<file path="src/rtl/mem_arb_pkg.sv">
// Shared types and constants for the two-port memory line arbiter.
// Port 0 is the instruction-cache refill port, port 1 the data-cache port.
package mem_arb_pkg;

   localparam int DEF_DATA_W = 256;
   localparam int DEF_ADDR_W = 32;

   localparam logic PORT_I = 1'b0;
   localparam logic PORT_D = 1'b1;

   typedef enum logic [1:0] {
      IDLE = 2'd0,
      BUSY = 2'd1,
      DONE = 2'd2
   } arb_state_e;

endpackage

</file>
<file path="src/rtl/mem_arb_pick.sv">
// Combinational winner select between the two request lines.
// Define MEM_ARB_RR_EN to break ties round-robin; otherwise port 1 always wins ties.
module mem_arb_pick
   import mem_arb_pkg::*;
(
   input  logic p0_req_i,
   input  logic p1_req_i,
   input  logic last_i,
   output logic winner_o,
   output logic valid_o
);

`ifdef MEM_ARB_RR_EN
   always_comb begin
      valid_o  = p0_req_i | p1_req_i;
      winner_o = PORT_I;
      // On a tie the port that was not served last goes next
      if (p0_req_i && p1_req_i) begin
         winner_o = ~last_i;
      end else if (p1_req_i) begin
         winner_o = PORT_D;
      end
   end
`else
   logic unused_last;
   assign unused_last = last_i;

   always_comb begin
      valid_o  = p0_req_i | p1_req_i;
      winner_o = p1_req_i ? PORT_D : PORT_I;
   end
`endif

endmodule

</file>
<file path="src/rtl/mem_arbiter.sv">
// Two-port arbiter sharing the off-chip Data Memory line interface between I-cache and D-cache.
// Build option MEM_ARB_RR_EN selects round-robin tie-breaking instead of fixed priority to port 1.
module mem_arbiter
   import mem_arb_pkg::*;
#(
   parameter int DATA_W = DEF_DATA_W,
   parameter int ADDR_W = DEF_ADDR_W
) (
   input  logic              clk_i,
   input  logic              rst_i,
   input  logic              p0_enable_i,
   input  logic              p0_write_i,
   input  logic [ADDR_W-1:0] p0_addr_i,
   input  logic [DATA_W-1:0] p0_data_i,
   output logic [DATA_W-1:0] p0_data_o,
   output logic              p0_ack_o,
   input  logic              p1_enable_i,
   input  logic              p1_write_i,
   input  logic [ADDR_W-1:0] p1_addr_i,
   input  logic [DATA_W-1:0] p1_data_i,
   output logic [DATA_W-1:0] p1_data_o,
   output logic              p1_ack_o,
   input  logic [DATA_W-1:0] mem_data_i,
   input  logic              mem_ack_i,
   output logic [DATA_W-1:0] mem_data_o,
   output logic [ADDR_W-1:0] mem_addr_o,
   output logic              mem_enable_o,
   output logic              mem_write_o
);

   arb_state_e        state_q, state_d;
   logic              owner_q, owner_d;
   logic              mem_enable_q, mem_enable_d;
   logic              mem_write_q, mem_write_d;
   logic [ADDR_W-1:0] mem_addr_q, mem_addr_d;
   logic [DATA_W-1:0] mem_data_q, mem_data_d;
   logic              last_served;
   logic              pick_winner;
   logic              pick_valid;

   mem_arb_pick u_pick (
      .p0_req_i (p0_enable_i),
      .p1_req_i (p1_enable_i),
      .last_i   (last_served),
      .winner_o (pick_winner),
      .valid_o  (pick_valid)
   );

`ifdef MEM_ARB_RR_EN
   logic last_q, last_d;
   assign last_d      = (state_q == IDLE && pick_valid) ? pick_winner : last_q;
   assign last_served = last_q;
`else
   assign last_served = PORT_I;
`endif

   always_comb begin
      state_d      = state_q;
      owner_d      = owner_q;
      mem_enable_d = mem_enable_q;
      mem_write_d  = mem_write_q;
      mem_addr_d   = mem_addr_q;
      mem_data_d   = mem_data_q;
      case (state_q)
         IDLE: begin
            if (pick_valid) begin
               state_d      = BUSY;
               owner_d      = pick_winner;
               mem_enable_d = 1'b1;
               if (pick_winner == PORT_D) begin
                  mem_write_d = p1_write_i;
                  mem_addr_d  = p1_addr_i;
                  mem_data_d  = p1_data_i;
               end else begin
                  mem_write_d = p0_write_i;
                  mem_addr_d  = p0_addr_i;
                  mem_data_d  = p0_data_i;
               end
            end
         end
         BUSY: begin
            if (mem_ack_i) begin
               state_d      = DONE;
               mem_enable_d = 1'b0;
               mem_write_d  = 1'b0;
            end
         end
         // Turnaround cycle: the owner's enable is still high here and must not be re-granted
         DONE:    state_d = IDLE;
         default: state_d = IDLE;
      endcase
   end

   always_ff @(posedge clk_i or negedge rst_i) begin
      if (!rst_i) begin
         state_q      <= IDLE;
         owner_q      <= PORT_I;
         mem_enable_q <= 1'b0;
         mem_write_q  <= 1'b0;
         mem_addr_q   <= '0;
         mem_data_q   <= '0;
`ifdef MEM_ARB_RR_EN
         last_q       <= PORT_I;
`endif
      end else begin
         state_q      <= state_d;
         owner_q      <= owner_d;
         mem_enable_q <= mem_enable_d;
         mem_write_q  <= mem_write_d;
         mem_addr_q   <= mem_addr_d;
         mem_data_q   <= mem_data_d;
`ifdef MEM_ARB_RR_EN
         last_q       <= last_d;
`endif
      end
   end

   assign mem_enable_o = mem_enable_q;
   assign mem_write_o  = mem_write_q;
   assign mem_addr_o   = mem_addr_q;
   assign mem_data_o   = mem_data_q;

   assign p0_ack_o  = (state_q == BUSY) && mem_ack_i && (owner_q == PORT_I);
   assign p1_ack_o  = (state_q == BUSY) && mem_ack_i && (owner_q == PORT_D);
   assign p0_data_o = mem_data_i;
   assign p1_data_o = mem_data_i;

endmodule

</file>
<file path="config.mk">
export PLATFORM = sky130hd
export DESIGN_NAME = mem_arbiter
export DESIGN_NICKNAME = d
export VERILOG_FILES = /design/src/rtl/mem_arb_pkg.sv /design/src/rtl/mem_arb_pick.sv /design/src/rtl/mem_arbiter.sv
export SDC_FILE = /design/constraint.sdc
export NUM_CORES = 1
export LEC_CHECK = 0
export ABC_AREA = 0
export CAP_MARGIN = 20
export CORE_AREA = 8 8 630 632
export CTS_BUF_LIST = sky130_fd_sc_hd__clkbuf_8
export CTS_CLUSTER_SIZE = 24
export DETAILED_ROUTE_END_ITERATION = 16
export DIE_AREA = 0 0 638 640
export PLACE_DENSITY = 0.3
export SLEW_MARGIN = 10
export SYNTH_ARGS = -nofsm -noshare
export SYNTH_HDL_FRONTEND = slang
export SYNTH_SLANG_ARGS = --single-unit
</file>
<file path="constraint.sdc">
create_clock -name clk_i -period 1.9 [get_ports clk_i]
set_input_delay 0.19 -clock clk_i [delete_from_list [all_inputs] [get_ports clk_i]]
set_output_delay 0.19 -clock clk_i [all_outputs]
set_load 0.005 [all_outputs]
</file>
* Yosys cells after proc, flatten, opt, wreduce, memory -nomap -nowiden
Index checks and enable logic that the tools add are counted.
Word-level totals: flip-flop bits (word level) 293, input port bits 839, word-level logic and storage cells 31
Operators by class: equality and inequality tests 3, multiplexer cells 12, bitwise gates (word level) 2, reduce and logical (&&, ||, !) cells 8
Operators by type and width (count):
- two-way mux 256 bit | 1
- two-way mux 32 bit | 1
- two-way mux 1 bit | 5
- two-way mux 2 bit | 2
- inequality test 2 bit (second input constant) | 2
- case mux 1 bit (2 select lines) | 2
- case mux 2 bit (2 select lines) | 1
- AND reduction 2 bit | 2
- logical AND 1 bit | 3
- AND reduction 3 bit | 1
- equality test 2 x 1 -> 1 bit (second input constant) | 1
- zero test 2 bit | 1
- nonzero test 2 bit | 1
- NOT 1 bit | 1
- bitwise OR 1 bit | 1

* Depth between registers and ports, before layout
depth after elaboration 4, depth in mapped cells 7, depth with buffers taken out 4

* By module
Synthesis repeated with hierarchy kept, for this count alone.
Unflattened totals: cells, all modules 1782, area total of the unflattened synthesis 17254.0 um^2
Modules (own cells, without submodules):
- mem_arbiter | times used 1, cells each 1780, area an instance 17240.3 um^2
- mem_arb_pick | times used 1, cells each 2, area an instance 13.8 um^2

* Least setup slack after synthesis
OpenSTA, ideal clock, no wires.
path kind register -> register, start point reg state_q[0], end point reg mem_addr_q[0] (netlist: mem_addr_o[0]), library setup time 0.125 ns, arrival time 1.394 ns, data required time 1.775 ns, slack 0.381 ns, cell stages (with the launch flop) 6, cell sequence dfrtp_1 -> nor3_2 -> buf_6 -> buf_8 -> buf_8 -> mux2_4
On the way: cells in the longest elaborated chain, start to end 2
RTL lines:
- start: declaration | RTL line mem_arbiter.sv:31 | arb_state_e state_q, state_d;
- start signal: assignment | RTL line mem_arbiter.sv:106 | state_q <= state_d;
- zero test 2 bit | RTL line mem_arbiter.sv:64 | case (state_q)
- AND reduction 2 bit (no line)
- end signal: assignment | RTL line mem_arbiter.sv:110 | mem_addr_q <= mem_addr_d;
- end: declaration | RTL line mem_arbiter.sv:35 | logic [ADDR_W-1:0] mem_addr_q, mem_addr_d;
Every way passes these cells. A chain may end at the register's enable or synchronous reset.

* Worst setup path in the final report
start point in mem_ack_i, end point out p1_ack_o
On the way: cells in the longest elaborated chain, start to end 2
RTL lines:
- start: declaration | RTL line mem_arbiter.sv:24 | input logic mem_ack_i,
- logical AND 1 bit (2 in a row) | RTL line mem_arbiter.sv:124 | assign p1_ack_o = (state_q == BUSY) && mem_ack_i && (owner_q == PORT_D);
- end: declaration | RTL line mem_arbiter.sv:22 | output logic p1_ack_o,
Every way passes these cells.

==> results list <==
* Count of boundary I/O pins: approximately 1600
* Maximum fanout count along the critical path: 3
- Dividing the final minimum period by the clock period gives 104.9%.
* Average footprint of a synthesized cell: between 10 and 15 sq um
- Synthesis produced a netlist whose cell count is between 1000 and 1500.
- The first global-routing pass estimated 218.4 mm of wire.
- Summing all multi-input logic gate instances after layout gives between 7000 and 8000 sq um.
- At the worst endpoint, the arrival time is 1.80 ns.
- Across the VDD grid, the largest voltage drop is approximately 0.35 mV.
- Total of flip-flops plus latches after synthesis: 293
- For this run, global-route usage on met2 was measured as 14.63%.
* Tightest slew margin relative to the limit: 37.99%
- Number of maximum-capacitance violations: 0
* Run status: complete, but fails checks
* Post-synthesis compound-gate area fraction: less than 1%
- Summed negative setup slack over all endpoints: -3.858 ns
- In the global route stage, met3 resource usage came out at about 6.5%.
- Data required time of the critical path: 1.71 ns
- Once detail routing completed, the nets flagged for antenna violations numbered 0.
* Violated checks: setup timing
- The placed instances occupy a cell area of ~31000 sq um.
* Minimum period implied by the final worst setup slack: about 2.0 ns
- After detailed routing, the average wire length per cell comes to 24.17 um.
- The max-slew violation count is 0.
- Once the floorplan was initialized, standard cells occupied just under 5% of the core.
- Summed over its instances, the top area cell type makes up 38.25% of the synthesized netlist area.
* Pleak: about 13 nW
- After clock tree synthesis, the clock-pin slew on the worst setup and hold paths is ~0.050 ns.
- Row generation in the floorplan step produced around 230 rows.
* Worst slack at placement: -0.2599 ns
* Gr usage total: 8.475%
* Cell-by-cell trace of the critical path: clkdlybuf4s50_1 > dlygate4sd3_1 > nand2_1 > or2_4 > inv_2 > and2_4 > buf_6
- During placement, the flow inserted port buffers numbering 874.
- Power density of the placed cells: approximately 1000 nW/um^2
- Dividing the detail-routed via count by the number of cells gives around 2.0.
* Final nets: between 3000 and 4000
- Number of CTS-inserted buffers: just over 70
- The synthesized netlist devotes 0% of its cell area to XOR and XNOR gates.
* Portion of netlist area occupied by mux cells: between 30% and 40%
- Unrepaired setup endpoints after global routing: yes
- Across the whole layout, storage elements account for about 7300 sq um.
- Counting along the longest clock path gives a buffer depth of 4.
- Tightest hold margin: a little under 0.1 ns
- Via count of the first global-routing pass: approximately 16000
* Final hold vios: 0
- The tree is rooted in a clkbuf_8.
- Detailed Place HPWL: ~160 mm
* Antenna violations before repair: about 110
- Post-synthesis simple-gate area fraction: less than 1%
- For this run, global-route usage on met1 was measured as under 10%.
* Layout Skew: 0.08399 ns
- Biggest area consumer among synthesized cells: dfrtp_1
* Worst skew pair latency: between 0.8 and 0.9 ns
- Fraction of the yosys area taken by sequential cells: a little under two fifths
- Largest net degree at the start of global routing: 54
- List of most frequent post-synthesis cells: buf_4 (512), mux2_2 (367), dfrtp_1 (293)
- Summed over all layers, the global routing overflow is 0.
- Area inside the core boundary: 387100 sq um
- Max H-tree Level: 3
* Worst Max-Slew Pin Slew: 0.9272 ns
- For this block, the routed nets add up to ~180 mm of wire.
- The global routing stage identified its most utilized layer as met2.
- Hold Crit Class: input port to flop
- Setup violations remaining at the end of the flow were counted as 86.
- Core Util, Final: 9.380%
* Number of unique standard cell types used by synthesis: 24
* Width of the chip: 638 um
- The synthesized netlist devotes 0% of its cell area to adder and majority cells.
- CTS tree: built
- DIE AREA: approximately 410000 sq um
* Total standard cell area after synthesis: 19170 sq um
- For this run, the leading register cell type out of synthesis is dfrtp_1.
- Synthesis produced a netlist with a net count of 2303.
* Post-route setup slack: -0.09364 ns
* EDFF count, synth: 0
- Total of fill cells in the finished design: approximately 45000
- Top area cells in the synthesized netlist: dfrtp_1 (38%), mux2_2 (22%), buf_4 (20%)
- Yosys instantiated no cell more often than buf_4.
* Dominant combinational cell family by area after synthesis: multiplexers
* Synthesis-to-layout area growth: 89.42%
- Fraction of synthesis flops using an asynchronous set or reset pin: 100.0%
- Path type of the worst setup path: input port to output port
- Fmax: 501.6 MHz
- Critical path endpoint category: output port
- For this run, design rule violations remaining after detail routing come to 0.
* CTS Sinks: around 290
* Final design area excluding fillers: ~36000 sq um
* Maximum single-stage delay on the critical path: around 0.57 ns
* Vias post-DR: between 10000 and 15000
- The largest individual stage delay along the critical path comes from the cell dlygate4sd3_1.
- Iteration-0 DRC count of the detailed router: roughly 530
- Buffers plus inverters on the worst setup path: 4
- Initial DRT Pass Iterations: 5
- The cell family contributing the most delay on the critical path is buffers and inverters.
- Cells with a size suffix above 1 make up 35.81% of the layout.
- Syn. warnings: 0
- The worst setup path is launched from an input port.
* Die height: 640 um
* Final estimated routing congestion in global placement: approximately 0.84
-- per-layer routing --
metal | vias up | wire [um]
met5 | - | 661
met4 | 28 | 7607
met3 | 389 | 30500
met2 | 1279 | 89510
met1 | 7073 | 54410
li1 | 6204 | -
-- sequential cells by signal, summed over array words and instances (netlist names) --
signal / cells
owner_q: 1
state_q: 2
mem_data_o: 256
mem_addr_o: 32
mem_write_o: 1
mem_enable_o: 1
-- power breakdown --
part           internal (mW)  switching [mW]  leakage (nW)
logic                   10.6            6.62          9.17
clock network           4.22            3.60         0.781
registers               9.44            1.80          3.41
total                   24.3            12.0          13.4
-- path summary, 6_finish.rpt --
kind	end	slack, ns	cells past startpoint	from
setup reg to reg	mem_data_o[148]	-0.08	7	state_q[0]
hold / removal	mem_write_o	0.1	4	p0_write_i
setup / recovery	p1_ack_o	-0.09	7	mem_ack_i
min in group asynchronous	mem_data_o[196]	0.13	3	rst_i
hold reg to reg	mem_enable_o	0.48	1	mem_enable_o
max in group asynchronous	mem_data_o[191]	0.58	3	rst_i
-- worst min-delay path, stage by stage --
cell and delay, ns:
clkdlybuf4s50_1 0.40, mux2i_1 0.12, or4_1 0.11, nand3_1 0.05
-- logic make-up (layout without fill, tap and decap cells) --
group / count (synthesis) / in the layout
buf+inv: 578 / 1457
flops: 293 / 293
other cells: 0 / 18
simple gates: 12 / 12
mux: 577 / 577
compound gates: 4 / 4
-- cell type report --
cell class                      instances  share of cell area, %
Antenna cell                           18                 0.1240
Inverter                                1                0.01034
Timing Repair Buffer                 1337                  37.67
Tap cell                             5197                  17.91
Clock inverter                         36                 0.5823
Multi-Input combinational cell        593                  20.36
Sequential cell                       293                  20.20
Clock buffer                           83                  3.146
-- metrics by stage --
| step | power (mW) | std cells |
|---|---|---|
| after floorplan | 18.53 | 1464 |
| after global placement | 29.34 | 7042 |
| after detailed placement | 29.27 | 7042 |
| after CTS | 37.40 | 7523 |
| after global routing | 38.74 | 7543 |
| final | 36.30 | 7558 |
-- cells in the final DEF, fill, tap and decap left out, drive strengths merged, types with 3 or more instances in the layout --
master and n:
clkdlybuf4s15 79, clkbuf 93, diode 18, buf 133
clkinv 6, clkdlybuf4s50 580, dlygate4sd3 331, mux2 576
clkinvlp 3, dlygate4sd2 204, dfrtp 293, nor2 3
inv 26
-- repair_timing --
action                                  4_1_cts  5_1_grt
resized for setup                           457       24
gates cloned                                  7       10
pin swaps                                     1        1
endpoints found under the setup margin      339      220
hold buffers                                333        0
buffers inserted                             23       11
hold endpoints to repair                    523        0
Note: power is estimated with default switching activity, not from simulation.
